**src/rtl/if_fetch_stage.sv**
```systemverilog
// Instruction-fetch stage with IF/ID pipeline register.
// Owns the PC, talks to instruction memory over a req/ready handshake, absorbs
// one word of ID back-pressure in a skid buffer, and drains an outstanding
// memory transaction after a redirect before fetching from the new target.
module if_fetch_stage #(
    parameter logic [31:0] RESET_PC = 32'h0000_0000
) (
    input  logic        clk,
    input  logic        rst_n,
    output logic        imem_req,
    output logic [31:0] imem_addr,
    input  logic        imem_ready,
    input  logic [31:0] imem_rdata,
    input  logic        stall,
    input  logic        redirect,
    input  logic [31:0] redirect_pc,
    output logic        id_valid,
    output logic [31:0] id_instr,
    output logic [31:0] id_pc_plus4,
    output logic [5:0]  id_opcode,
    output logic [4:0]  id_rs,
    output logic [4:0]  id_rt,
    output logic [4:0]  id_rd,
    output logic [4:0]  id_sa,
    output logic [5:0]  id_funct,
    output logic [15:0] id_imm,
    output logic [25:0] id_target,
    output logic [1:0]  id_itype
);

    typedef enum logic [1:0] {
        FETCH = 2'd0,
        HOLD  = 2'd1,
        DRAIN = 2'd2
    } state_t;

    state_t      state;
    state_t      state_nxt;
    logic [31:0] pc;
    logic [31:0] pc_plus4;
    logic [31:0] redirect_tgt;
    logic [31:0] drain_addr;
    logic [31:0] skid_instr;
    logic [31:0] skid_pc_plus4;
    logic        id_accept;
    logic        unused_redirect_lsbs;

    // Instruction class from the primary opcode: R, J or everything else (I).
    function automatic logic [1:0] itype_of(input logic [5:0] opcode);
        if (opcode == 6'd0)
            return 2'b00;
        else if (opcode == 6'd2 || opcode == 6'd3)
            return 2'b10;
        else
            return 2'b01;
    endfunction

    assign pc_plus4             = pc + 32'd4;
    assign redirect_tgt         = {redirect_pc[31:2], 2'b00};
    assign unused_redirect_lsbs = ^redirect_pc[1:0];
    // ID takes a new word when it is not stalled or currently holds nothing.
    assign id_accept            = !stall || !id_valid;

    // State register.
    always_ff @(posedge clk or negedge rst_n) begin
        if (!rst_n)
            state <= FETCH;
        else
            state <= state_nxt;
    end

    // Next-state logic; redirect outranks stall in every state.
    always_comb begin
        state_nxt = state;
        case (state)
            FETCH: begin
                if (redirect)
                    state_nxt = imem_ready ? FETCH : DRAIN;
                else if (imem_ready && !id_accept)
                    state_nxt = HOLD;
            end
            HOLD: begin
                if (redirect || !stall)
                    state_nxt = FETCH;
            end
            DRAIN: begin
                if (imem_ready)
                    state_nxt = FETCH;
            end
            default: state_nxt = FETCH;
        endcase
    end

    // Memory request outputs; DRAIN keeps presenting the abandoned address.
    always_comb begin
        imem_req  = rst_n && (state != HOLD);
        imem_addr = (state == DRAIN) ? drain_addr : pc;
    end

    // PC, IF/ID register, skid buffer and drain address.
    always_ff @(posedge clk or negedge rst_n) begin
        if (!rst_n) begin
            pc            <= RESET_PC;
            id_valid      <= 1'b0;
            id_instr      <= 32'd0;
            id_pc_plus4   <= 32'd0;
            skid_instr    <= 32'd0;
            skid_pc_plus4 <= 32'd0;
            drain_addr    <= 32'd0;
        end else if (redirect) begin
            id_valid <= 1'b0;
            pc       <= redirect_tgt;
            if (state == FETCH && !imem_ready)
                drain_addr <= pc;
        end else begin
            case (state)
                FETCH: begin
                    if (imem_ready) begin
                        pc <= pc_plus4;
                        if (id_accept) begin
                            id_valid    <= 1'b1;
                            id_instr    <= imem_rdata;
                            id_pc_plus4 <= pc_plus4;
                        end else begin
                            skid_instr    <= imem_rdata;
                            skid_pc_plus4 <= pc_plus4;
                        end
                    end else if (id_accept) begin
                        id_valid <= 1'b0;
                    end
                end
                HOLD: begin
                    if (!stall) begin
                        id_valid    <= 1'b1;
                        id_instr    <= skid_instr;
                        id_pc_plus4 <= skid_pc_plus4;
                    end
                end
                default: ;
            endcase
        end
    end

    assign id_opcode = id_instr[31:26];
    assign id_rs     = id_instr[25:21];
    assign id_rt     = id_instr[20:16];
    assign id_rd     = id_instr[15:11];
    assign id_sa     = id_instr[10:6];
    assign id_funct  = id_instr[5:0];
    assign id_imm    = id_instr[15:0];
    assign id_target = id_instr[25:0];
    assign id_itype  = itype_of(id_instr[31:26]);

endmodule

```
**config.mk**
```make
export PLATFORM = sky130hd
export DESIGN_NAME = if_fetch_stage
export DESIGN_NICKNAME = d
export VERILOG_FILES = /design/src/rtl/if_fetch_stage.sv
export SDC_FILE = /design/constraint.sdc
export NUM_CORES = 1
export LEC_CHECK = 0
export BUFFER_PORTS_ARGS = -buffer_cell sky130_fd_sc_hd__clkbuf_2
export CAP_MARGIN = 20
export CORE_AREA = 2 2 140 142
export CTS_CLUSTER_SIZE = 14
export DETAILED_ROUTE_END_ITERATION = 8
export DIE_AREA = 0 0 142 144
export HOLD_SLACK_MARGIN = 0.02
export PLACE_DENSITY_LB_ADDON = 0.2
export SYNTH_ARGS = -nofsm -noshare
export SYNTH_HDL_FRONTEND = slang
export SYNTH_SLANG_ARGS = --single-unit
```
**constraint.sdc**
```tcl
create_clock -name clk -period 3.1 [get_ports clk]
set_clock_uncertainty 0.15 [all_clocks]
set_input_delay 0.155 -clock clk [delete_from_list [all_inputs] [get_ports clk]]
set_output_delay 0.155 -clock clk [all_outputs]
set_load 0.01 [all_outputs]
```
==> results.toml, run 1 <==
[synthesis]
synthSimpleGateAreaFrac_pct = 19.8
synthAdderAreaFrac_pct = 0.131
syn-cell-area_um2 = 9550
synth_top_area_cell = "dfrtp_1"
synth_top_family_by_area = "simple AND/OR/NAND/NOR gates"
synth_top_area_share_pct = 49.0
yosysUniqueCellTypes = 46
synth-compound-area-share_pct = 9.69
synth_xor_area_share_pct = 4.59
synthMuxAreaShare_pct = 6.95
seq_area_frac_synth_pct = 49.0
yosys-top-cells-area = "dfrtp_1 49%, nand2_1 9.8%, mux2_2 6.8%"
synth-seq-cells = 187
synth-warning-count = 0
synthArstFlopShare_pct = 100
synth_flop_cell = "dfrtp_1"
synth_edf_count = 0
synth_cells = 1050
syn_avg_cell_area_um2 = 9.09

[global_routing]
grt_pass1_vias = 7410
grt_max_degree = 80
grt_usage_pct = 23.9
antenna_found_initial = 0
grt.overflow.total = 0
grt_pass1_wl_um = 38300

[cells_and_area]
layout_commonest_cell = "nand2_1"
diodes = 0
most-common-layout-cells = "248 x nand2_1, 235 x clkbuf_2, 187 x dfrtp_1"
fin_area_um2 = 11600
drive_above_1_share_pct = 28.9
n_fill_cell = 1693
final_nets = 1301
syn_to_final_growth_pct = 21.3
final_core_util_pct = 60.7

[sta]
grt_setup_unrepaired = "false"
tightest_slew_ns = 0.652
setup_viol = 0
maxSlewHeadroom_pct = 56.6
min_period_over_period_pct = 83.1
report.final.slew_viol_count = 0
final-hold-violation-count = 0
fin_setup_tns_ns = 0
timing.hold.ws_ns = 0.147
setup_slack_ns = 0.523
timing.fmax_mhz = 388
fin_crit_ns = 2.58

[routing]
wl_per_cell_um = 16.1
drc = 0
via_per_inst = 5.30
via_count = 7852
drt_iter0_markers = 407
routed_wl_um = 23800
drt.antenna.violating_nets = 0
drt_pass1_iterations = 5

[floorplanning]
die_area_um2 = 20400
die_w_um = 142
core_um2 = 19100
start_util_pct = 50.0
die_h_um = 144
num_rows = 51
pin_count = 243

[clock_tree]
cts_made_buffers = 17
insertion_delay_ns = 0.43
cts_sinks = 187
cts_root_buffer = "clkbuf_16"
cts_tree = "built"
cts_max_level = 4
clk_pin_slew_ns = 0.07
cts_setup_buffers = 0
cts.path.max_buffers = 2

[setup_path]
worst-path-max-fanout = 13
worstPathRequired_ns = 3.32
rr_endpoint = "id_pc_plus4[21]"
crit_type = "flip-flop to flip-flop"
startpoint_type = "flip-flop"
crit_path_start = "pc[10]"
endpoint = "id_pc_plus4[21]"
reg2reg_from = "pc[10]"
arrival_ns = 2.80
worst_setup_path_end_kind = "flip-flop"
r2r_cells = 5
r2r_slack_ns = 0.52

[power_and_ir_drop]
irDropWorstVdd_mv = 0.433
p_per_area_nw_per_um2 = 674
leakagePower_nw = 5.44

[hold_path]
hold_class = "input port to async pin"

[placement]
place_ws_ns = 0.555
placement.io_buffers = 236
gp_congestion = 0.827
place_area_um2 = 10300
dp_hpwl_um = 15900

[status]
status = "completed"

[run]
max-cap-violations = 0
[metrics by stage]
| stage | total power [mW] | std cells |
|---|---|---|
| 2_1_floorplan | 4.97 | 1053 |
| 3_3_place_gp | 5.48 | 1384 |
| 3_5_place_dp | 5.54 | 1384 |
| 4_1_cts | 7.89 | 1482 |
| 5_1_grt | 8.29 | 1482 |
| 6_report | 7.81 | 1482 |
[kinds of logic after synthesis]
kind of cell             Yosys count
AO/OA/AOI/OAI                    164
XOR/XNOR                          50
adder cells (fa/ha/maj)            1
buffers and inverters            165
flip-flops                       187
multiplexers                      59
other                              1
AND/OR/NAND/NOR                  423
[synthesized netlist by cell type, drive strengths merged (10+ instances only)]
cell,n
xor2,19
mux2,58
nor3,24
buf,99
nor2,72
dfrtp,187
clkbuf,60
a21oi,23
xnor2,31
nand3,18
nand2,248
o21ai,81
a31oi,37
nor4,10
and3,11
nand4,14
[where the power goes]
part           total, mW  switching, mW  internal, mW  leakage (nW)
clock network       2.27           1.02          1.25         0.299
registers           3.56          0.485          3.08          2.28
logic               1.98           1.06         0.925          2.86
total               7.81           2.56          5.25          5.44
[worst max-delay path, stage by stage, from the launching register on]
cell	delay (ns)
dfrtp_1	0.55
and4_1	0.40
nand3_1	0.48
or3_1	0.54
a311oi_1	0.28
a21o_1	0.11
[registers in the layout, indices dropped and copies added (netlist names)]
name           flops
id_pc_plus4       30
id_valid           1
id_instr          32
state              2
drain_addr        30
skid_instr        32
pc                30
skid_pc_plus4     30
[worst min-delay path by stage]
stage | start | endpoint | slack (ns)
6_report | rst_n | drain_addr[25] | 0.15
4_1_cts | redirect | id_pc_plus4[24] | 0.15
3_5_place_dp | rst_n | drain_addr[25] | 0.08
5_1_grt | rst_n | drain_addr[24] | 0.20
2_1_floorplan | rst_n | drain_addr[10] | -0.29
3_3_place_gp | rst_n | drain_addr[25] | 0.07
[layer usage]
layer / vias up / GRT usage (%) / part of all wire (%)
met2: 286 / 41.2 / 49
met5: - / 0 / 0
met3: 41 / 3.18 / 3.9
met1: 3730 / 31.0 / 44
li1: 3795 / - / -
met4: 0 / 8.42 / 2.5
[final cells by class]
class / instances / area [um2] / area share [%]
tap: 238 / 298 / 2.57
multi-input combinational: 701 / 3970 / 34.3
sequential: 187 / 4680 / 40.4
timing repair buffer: 318 / 2000 / 17.2
clock inverter: 14 / 176 / 1.52
clock buffer: 18 / 439 / 3.79
inverter: 6 / 22.5 / 0.194
[what timing repair did]
action / in CTS / in global routing
hold endpoints to repair: 173 / 0
hold buffers: 66 / 0
resized for setup: 0 / 0
Note: power is estimated with default switching activity, not from simulation.
==> run 2: changes to the inputs <==
--- a/config.mk
+++ b/config.mk
@@ -7,10 +7,10 @@
 export LEC_CHECK = 0
 export BUFFER_PORTS_ARGS = -buffer_cell sky130_fd_sc_hd__clkbuf_2
 export CAP_MARGIN = 20
-export CORE_AREA = 2 2 140 142
+export CORE_AREA = 2 2 143 145
 export CTS_CLUSTER_SIZE = 14
 export DETAILED_ROUTE_END_ITERATION = 8
-export DIE_AREA = 0 0 142 144
+export DIE_AREA = 0 0 145 147
 export HOLD_SLACK_MARGIN = 0.02
 export PLACE_DENSITY_LB_ADDON = 0.2
 export SYNTH_ARGS = -nofsm -noshare
==> constraint.sdc (replaced) <==
create_clock -name clk -period 2.2 [get_ports clk]
set_clock_uncertainty 0.15 [all_clocks]
set_input_delay 0.11 -clock clk [delete_from_list [all_inputs] [get_ports clk]]
set_output_delay 0.11 -clock clk [all_outputs]
set_load 0.01 [all_outputs]
==> results.toml, run 2 (synthesis gave the netlist of run 1 again) <==
[status]
status = "completed"

[routing]
via_count = 8076
routed_wl_um = 24900
wl_per_cell_um = 15.9
drt_iter0_markers = 419
drt_pass1_iterations = 5
drt.antenna.violating_nets = 0
drc = 0
via_per_inst = 5.14

[power_and_ir_drop]
pwr-share-comb_pct = 27.1
irDropWorstVdd_mv = 0.608
p_clk_share_pct = 30.2
seqPwrFrac_pct = 42.7
p_per_area_nw_per_um2 = 930
p_switching_mw = 3.59
leakagePower_nw = 5.85
switching_share_pct = 31.0
p_int_mw = 7.98

[placement]
dp_hpwl_um = 16800
place_area_um2 = 10800
placement.io_buffers = 236
dp.cells = 1465
gp_congestion = 0.888

[sta]
timing.hold.ws_ns = 0.0287
report.final.slew_viol_count = 0
tightest_slew_ns = 0.529
fin_crit_ns = 2.17
min_period_over_period_pct = 98.8
fin_setup_tns_ns = 0
maxSlewHeadroom_pct = 64.8
final-hold-violation-count = 0
grt_setup_unrepaired = "true"
setup_viol = 0
timing.fmax_mhz = 460

[global_routing]
grt_pass1_wl_um = 40200
grt.overflow.total = 0
grt_pass1_vias = 7701
grt_usage_pct = 23.5
antenna_found_initial = 0
grt_max_degree = 80

[setup_path]
r2r_cells = 6
path_common_cell = "buf_6"
worstPathRequired_ns = 1.94
critPathMaxStageDelay_ns = 0.39
reg2reg_from = "pc[2]"
worst_setup_path_end_kind = "primary output"
r2r_slack_ns = 0.04
arrival_ns = 1.91
path_cells = "buf_6, nor2b_4, buf_12, clkbuf_16, mux2_2, buf_6"
crit_slowest_cell = "dfrtp_1"
startpoint_type = "flip-flop"
rr_endpoint = "id_pc_plus4[21]"
crit_type = "flip-flop to primary output"
worst-path-max-fanout = 8

[clock_tree]
cts_tree = "built"
cts.path.max_buffers = 2
cts_made_buffers = 17
clk_pin_slew_ns = 0.07
insertion_delay_ns = 0.43
cts_sinks = 187
cts_max_level = 4
cts_root_buffer = "clkbuf_16"

[cells_and_area]
diodes = 0
fin_area_um2 = 12400
largestRegisters = "id_instr (32), skid_instr (32)"
final_nets = 1358
syn_to_final_growth_pct = 30.4
drive_above_1_share_pct = 33.1
final_core_util_pct = 62.7
most-common-layout-cells = "248 x nand2_1, 229 x clkbuf_2, 185 x dfrtp_1"
final_cell_count_no_fill = 1570
layout_commonest_cell = "nand2_1"

[floorplanning]
die_h_um = 147
start_util_pct = 48.1
pin_count = 243
die_area_um2 = 21300
die_w_um = 145
core_um2 = 19800
num_rows = 52

[hold_path]
hold_class = "input port to async pin"

[run]
max-cap-violations = 0
run 2: power groups by stage:
stage,Clock (mW),Combinational [mW],Sequential (mW)
after detailed placement,0,2.94,5.00
after global routing,3.69,3.48,5.06
after floorplan,0,2.00,5.00
after CTS,3.57,3.04,4.94
final,3.50,3.14,4.94
after global placement,0,2.90,4.95
run 2: worst max-delay path by stage:
stage                  start               to  slack (ns)  cells after the start
finish              state[0]     imem_addr[9]        0.03                      6
detailed placement     pc[2]  id_pc_plus4[25]        0.02                      7
global placement       pc[2]  id_pc_plus4[25]        0.07                      7
CTS                    pc[5]           pc[31]        0.03                      6
floorplan           state[0]           pc[29]        0.04                      7
global route        state[1]    imem_addr[15]       -0.04                      6
run 2: worst max-delay path, delay by kind of cell (launching register included):
| family | cells | cell delay [ns] |
|---|---|---|
| buffers and inverters | 4 | 0.54 |
| flip-flops | 1 | 0.39 |
| multiplexers | 1 | 0.34 |
| AND/OR/NAND/NOR | 1 | 0.20 |
run 2: repair_timing:
action | 4_1_cts | 5_1_grt
resized for setup | 1 | 41
gates cloned | 0 | 3
endpoints found under the hold margin | 288 | 0
pin swaps | 0 | 8
hold buffers | 66 | 0
endpoints found under the setup margin | 1 | 46
buffers inserted | 0 | 5
run 2: final cells by class:
cell class	instances	area, um2
tap	270	338
fill	1611	7400
multi-input combinational	701	4080
timing repair buffer	375	2660
clock buffer	18	429
sequential	187	4680
inverter	6	22.5
clock inverter	13	236
run 2: layer usage:
| metal | track usage (%) | share of wire (%) | wire length (um) | vias up |
|---|---|---|---|---|
| met5 | 0 | 0 | 0 | - |
| met4 | 8.66 | 2.4 | 609 | 0 |
| met3 | 4.41 | 6.1 | 1510 | 46 |
| met2 | 38.0 | 48 | 12000 | 311 |
| met1 | 31.8 | 43 | 10800 | 3805 |
| li1 | - | - | - | 3914 |
run 2: per-stage QoR:
stage               power, mW  setup slack [ns]
finish                   11.6            0.0267
global route             12.2           -0.0361
CTS                      11.5            0.0319
detailed placement       7.94            0.0155
global placement         7.85            0.0670
floorplan                7.00            0.0377
